[src/rtl/pl_reg_de_skid.sv]
// rtl/pl_reg_de_skid.sv - D/E pipeline register with one-entry skid buffer, flush and stall counter
module pl_reg_de_skid #(
   parameter int DATA_W = 32,
   parameter int N_DATA = 4,
   parameter int CTRL_W = 4,
   parameter int RD_W   = 5,
   parameter int ALUC_W = 5,
   parameter int CNT_W  = 16
) (
   input  logic                     clk,
   input  logic                     clr,
   input  logic                     flush,
   input  logic                     in_valid,
   output logic                     in_ready,
   input  logic [N_DATA*DATA_W-1:0] in_data,
   input  logic [CTRL_W-1:0]        in_ctrl,
   input  logic [RD_W-1:0]          in_rd,
   input  logic [ALUC_W-1:0]        in_aluc,
   output logic                     out_valid,
   input  logic                     out_ready,
   output logic [N_DATA*DATA_W-1:0] out_data,
   output logic [CTRL_W-1:0]        out_ctrl,
   output logic [RD_W-1:0]          out_rd,
   output logic [ALUC_W-1:0]        out_aluc,
   output logic [CNT_W-1:0]         stall_cnt
);

   typedef enum logic [1:0] {EMPTY = 2'd0, ONE = 2'd1, TWO = 2'd2} state_t;

   state_t state, state_nx;

   logic                     in_ready_r;
   logic                     accept, consume;
   logic                     load_main, main_from_skid, load_skid;

   logic [N_DATA*DATA_W-1:0] main_data, skid_data;
   logic [CTRL_W-1:0]        main_ctrl, skid_ctrl;
   logic [RD_W-1:0]          main_rd, skid_rd;
   logic [ALUC_W-1:0]        main_aluc, skid_aluc;
   logic [CNT_W-1:0]         cnt;

   assign in_ready  = in_ready_r;
   assign out_valid = (state != EMPTY);
   assign accept    = in_valid && in_ready_r;
   assign consume   = out_valid && out_ready;

   always_ff @(posedge clk) begin
      if (clr) begin
         state      <= EMPTY;
         in_ready_r <= 1'b1;
      end else begin
         state      <= state_nx;
         in_ready_r <= (state_nx != TWO);
      end
   end

   // flush wins over any handshake; an input offered in the flush cycle is dropped
   always_comb begin
      state_nx = state;
      if (flush) begin
         state_nx = EMPTY;
      end else begin
         case (state)
            EMPTY:   if (accept) state_nx = ONE;
            ONE: begin
               if (accept && !consume)      state_nx = TWO;
               else if (consume && !accept) state_nx = EMPTY;
            end
            TWO:     if (consume) state_nx = ONE;
            default: state_nx = EMPTY;
         endcase
      end
   end

   always_comb begin
      load_main      = 1'b0;
      main_from_skid = 1'b0;
      load_skid      = 1'b0;
      if (!flush) begin
         case (state)
            EMPTY: load_main = accept;
            ONE: begin
               load_main = accept && consume;
               load_skid = accept && !consume;
            end
            TWO:     main_from_skid = consume;
            default: ;
         endcase
      end
   end

   always_ff @(posedge clk) begin
      if (clr) begin
         main_data <= '0;
         main_ctrl <= '0;
         main_rd   <= '0;
         main_aluc <= '0;
         skid_data <= '0;
         skid_ctrl <= '0;
         skid_rd   <= '0;
         skid_aluc <= '0;
      end else begin
         if (load_main) begin
            main_data <= in_data;
            main_ctrl <= in_ctrl;
            main_rd   <= in_rd;
            main_aluc <= in_aluc;
         end else if (main_from_skid) begin
            main_data <= skid_data;
            main_ctrl <= skid_ctrl;
            main_rd   <= skid_rd;
            main_aluc <= skid_aluc;
         end
         if (load_skid) begin
            skid_data <= in_data;
            skid_ctrl <= in_ctrl;
            skid_rd   <= in_rd;
            skid_aluc <= in_aluc;
         end
      end
   end

   always_ff @(posedge clk) begin
      if (clr)
         cnt <= '0;
      else if (out_valid && !out_ready && (cnt != {CNT_W{1'b1}}))
         cnt <= cnt + 1'b1;
   end

   // bubbles must never carry write enables or a destination register
   assign out_data  = main_data;
   assign out_aluc  = main_aluc;
   assign out_ctrl  = out_valid ? main_ctrl : '0;
   assign out_rd    = out_valid ? main_rd : '0;
   assign stall_cnt = cnt;

endmodule

[config.mk]
export PLATFORM = sky130hd
export DESIGN_NAME = pl_reg_de_skid
export DESIGN_NICKNAME = d
export VERILOG_FILES = /design/src/rtl/pl_reg_de_skid.sv
export SDC_FILE = /design/constraint.sdc
export NUM_CORES = 1
export LEC_CHECK = 0
export ABC_AREA = 1
export CAP_MARGIN = 20
export CORE_ASPECT_RATIO = 0.8
export CORE_MARGIN = 8
export CORE_UTILIZATION = 44
export DETAILED_ROUTE_END_ITERATION = 8
export PLACE_DENSITY = 0.86
export SLEW_MARGIN = 20
export SYNTH_ARGS = -nofsm -noshare
export SYNTH_HDL_FRONTEND = slang
export SYNTH_SLANG_ARGS = --single-unit
[constraint.sdc]
create_clock -name clk -period 1.71 [get_ports clk]
set_clock_uncertainty 0.1 [all_clocks]
set_input_delay 0.513 -clock clk [delete_from_list [all_inputs] [get_ports clk]]
set_output_delay 0.513 -clock clk [all_outputs]
set_load 0.005 [all_outputs]
==> out/metrics.yaml <==
end_kind: "output port"
hold_violations: 0
use_met1: 0.280
ys_seq_elements: 303
yosys.area.top_type_share: 0.508
gp_congestion: 0.813
switching_power_w: 0.00380
synth_cell_types: 21
worstRegToRegCells: 9
hold_slack_ns: 0.342
detailed_place_hpwl_mm: 26.2
cts_buffer_depth: 3
slew_headroom: 0.762
die_w_um: 200
vias_per_cell: 5.49
drtAntennaViolNets: 0
p_leak_nw: 6.46
overflow: 0
combPwrFrac: 0.111
ff2ff_setup_slack_ns: -0.10
synth_cells: 1585
grt_pass1_vias: 12300
synth_common_cells: "nand2_1 (337), dfxtp_1 (303), inv_1 (167)"
rsz0062_at_grt: "true"
htreeDepth: 1
postSynthNetCount: 1733
port-buffer-count: 306
grt_use_total: 0.227
final_area_mm2: 0.0174
p_clk_frac: 0.427
antenna_found_initial: 0
diodes: 0
use_met2: 0.387
clk_latency_ns: 0.55
placed_cell_area_mm2: 0.0160
avgSynthCellArea_um2: 7.53
die-area_mm2: 0.0327
area.growth.synth_to_final_pct: 45.5
grtUsageMet3: 0.0454
yosysTopAreaCell: "dfxtp_1"
yosysWarnings: 0
start_kind: "register"
critPathKind: "register to output port"
cts.clk_slew.worst_paths_ns: 0.06
violations: "negative setup slack"
powerDensity_mw_per_mm2: 923
vias: 12700
core_area_mm2: 0.0270
fin_util: 0.644
crit_arrival_ns: 1.39
ys_async_sr_fraction: 0
fin_setup_tns_ns: -3.92
dieHeight_um: 163
busiest_layer: "met2"
synth.area.top_cells: "dfxtp_1 (51%), nand2_1 (11%), a31oi_1 (7.4%), a21oi_1 (6.5%), nand3_1 (6.4%)"
wl_per_cell_um: 18.2
drt_pass1_iterations: 5
synth_edf_count: 0
cap_violations: 0
synth.most_common_cell: "nand2_1"
rows: 54
slew_violations: 0
vdd_drop_max_uv: 688
crit_fanout: 8
ctsHoldBuffers: 0
finalSetupViolCount: 73
min_path_type: "register to register"
fin_crit_sh: 1.17
drc_errors: 0
num-nets-final: 2070
grt_pass1_wl_mm: 63.1
yosysSeqAreaShare: 0.508
ios: 307
internal_power_w: 0.0122
drive_gt1_frac: 0.258
synthFlopType: "dfxtp_1"
cp_data_required_time_ns: 1.10
hold_start: "skid_data[75]"
timing.rr.start: "state[0]"
min_path_cells: 2
period_needed_ns: 2.00
fmax_ghz: 0.499
cts_buffers: 30
seqPwrFrac: 0.462
layout_setup_ws_ns: -0.295
rr_endpoint: "out_data[109]"
first_iter_violations: 958
wl_mm: 42.0
p_sw_frac: 0.237
tritoncts: "built"
worst_slew_pin_slew_ns: 0.355
syn_area_mm2: 0.0119
startpoint: "state[1]"
cts_sinks: 303
holdPathEnd: "skid_data[75]"
grt_max_degree: 72
initial_core_util: 0.443
cts_root_buf: "clkbuf_16"
status: "finished with violations"
-- power by group through the flow --
| stage | Combinational [W] | Sequential [W] | Clock, W |
|---|---|---|---|
| 3_5_place_dp | 0.00168 | 0.00755 | 0 |
| 6_report | 0.00177 | 0.00741 | 0.00685 |
| 4_1_cts | 0.00162 | 0.00741 | 0.00691 |
| 2_1_floorplan | 0.000618 | 0.00754 | 0 |
| 5_1_grt | 0.00190 | 0.00743 | 0.00722 |
| 3_3_place_gp | 0.00165 | 0.00754 | 0 |
-- state kept, by name, summed over array words and instances (netlist names) --
signal,flops
in_ready,1
main_ctrl,4
stall_cnt,16
main_rd,5
out_data,128
skid_data,128
skid_rd,5
state,2
out_aluc,5
skid_aluc,5
skid_ctrl,4
-- worst max-delay path, cell delays in order, from the launching register on --
cell	delay [ns]
dfxtp_2	0.33
nor2_4	0.12
buf_8	0.16
buf_6	0.10
inv_2	0.03
buf_6	0.10
-- routing by layer --
metal / routed length (um) / vias to the layer above
met1: 17000 / 5951
li1: - / 5979
met2: 20100 / 631
met4: 1630 / 0
met5: 0 / -
met3: 3260 / 112
-- worst max-delay path by stage --
stage	to	slack [ns]	cells past startpoint
after floorplan	skid_data[100]	-0.04	7
after global placement	skid_data[74]	-0.55	8
after detailed placement	out_data[90]	-0.60	6
final	out_valid	-0.29	5
after global routing	out_valid	-0.35	5
after CTS	out_valid	-0.32	5
-- layout make-up --
class,count,area [um2]
Fill cell,2090,9600
Sequential cell,303,6240
Multi-Input combinational cell,987,4880
Timing Repair Buffer,432,4130
Clock buffer,44,855
Inverter,168,632
Tap cell,364,455
Clock inverter,12,166
-- metrics by stage --
stage,instances,setup slack (ns),total power [W]
3_5_place_dp,2207,-0.603,0.00922
4_1_cts,2291,-0.316,0.0159
6_report,2310,-0.295,0.0160
2_1_floorplan,1585,-0.0434,0.00816
5_1_grt,2310,-0.348,0.0166
3_3_place_gp,2207,-0.546,0.00919
-- placed cells by master, fill, tap and decap left out, types with 2 or more instances in the layout --
cell type,netlist,layout
clkbuf_1,102,10
dfxtp_2,0,122
dfxtp_4,0,6
nor2_4,2,7
buf_2,23,118
buf_12,0,32
a21oi_1,155,155
buf_16,0,2
clkbuf_8,0,3
nand3_1,152,150
dlygate4sd2_1,0,2
clkbuf_16,0,41
a31oi_1,142,142
o21ai_2,0,14
buf_4,0,70
nor2_1,36,24
bufinv_16,0,4
o21ai_1,0,85
clkdlybuf4s15_2,0,39
xnor2_1,3,3
clkdlybuf4s50_1,0,143
nor2_2,2,9
clkinv_2,0,7
nand4_1,6,6
nand2_1,337,333
o21ai_0,144,45
nand2_2,0,4
buf_6,0,14
dfxtp_1,303,175
inv_1,167,165
inv_2,1,2
xor2_1,4,4
-- repair_timing --
item                                    CTS  global route
gates resized for setup                 766           127
pin swaps                                 5             6
cloned                                    1            13
setup buffers                            29             6
endpoints found under the setup margin  185           322
-- logic make-up (layout without fill, tap and decap cells) --
group                      Yosys count  count (layout)  synth area share
and+or+nand+nor                    536             536             0.188
xor gates and xnor gates             7               7           0.00514
DFF                                303             303             0.508
adders and majority gates            1               1           0.00105
buffers and inverters              295             656            0.0952
AOI/OAI and AO/OA                  443             443             0.202
No activity file was read; power rests on OpenSTA's default activity.
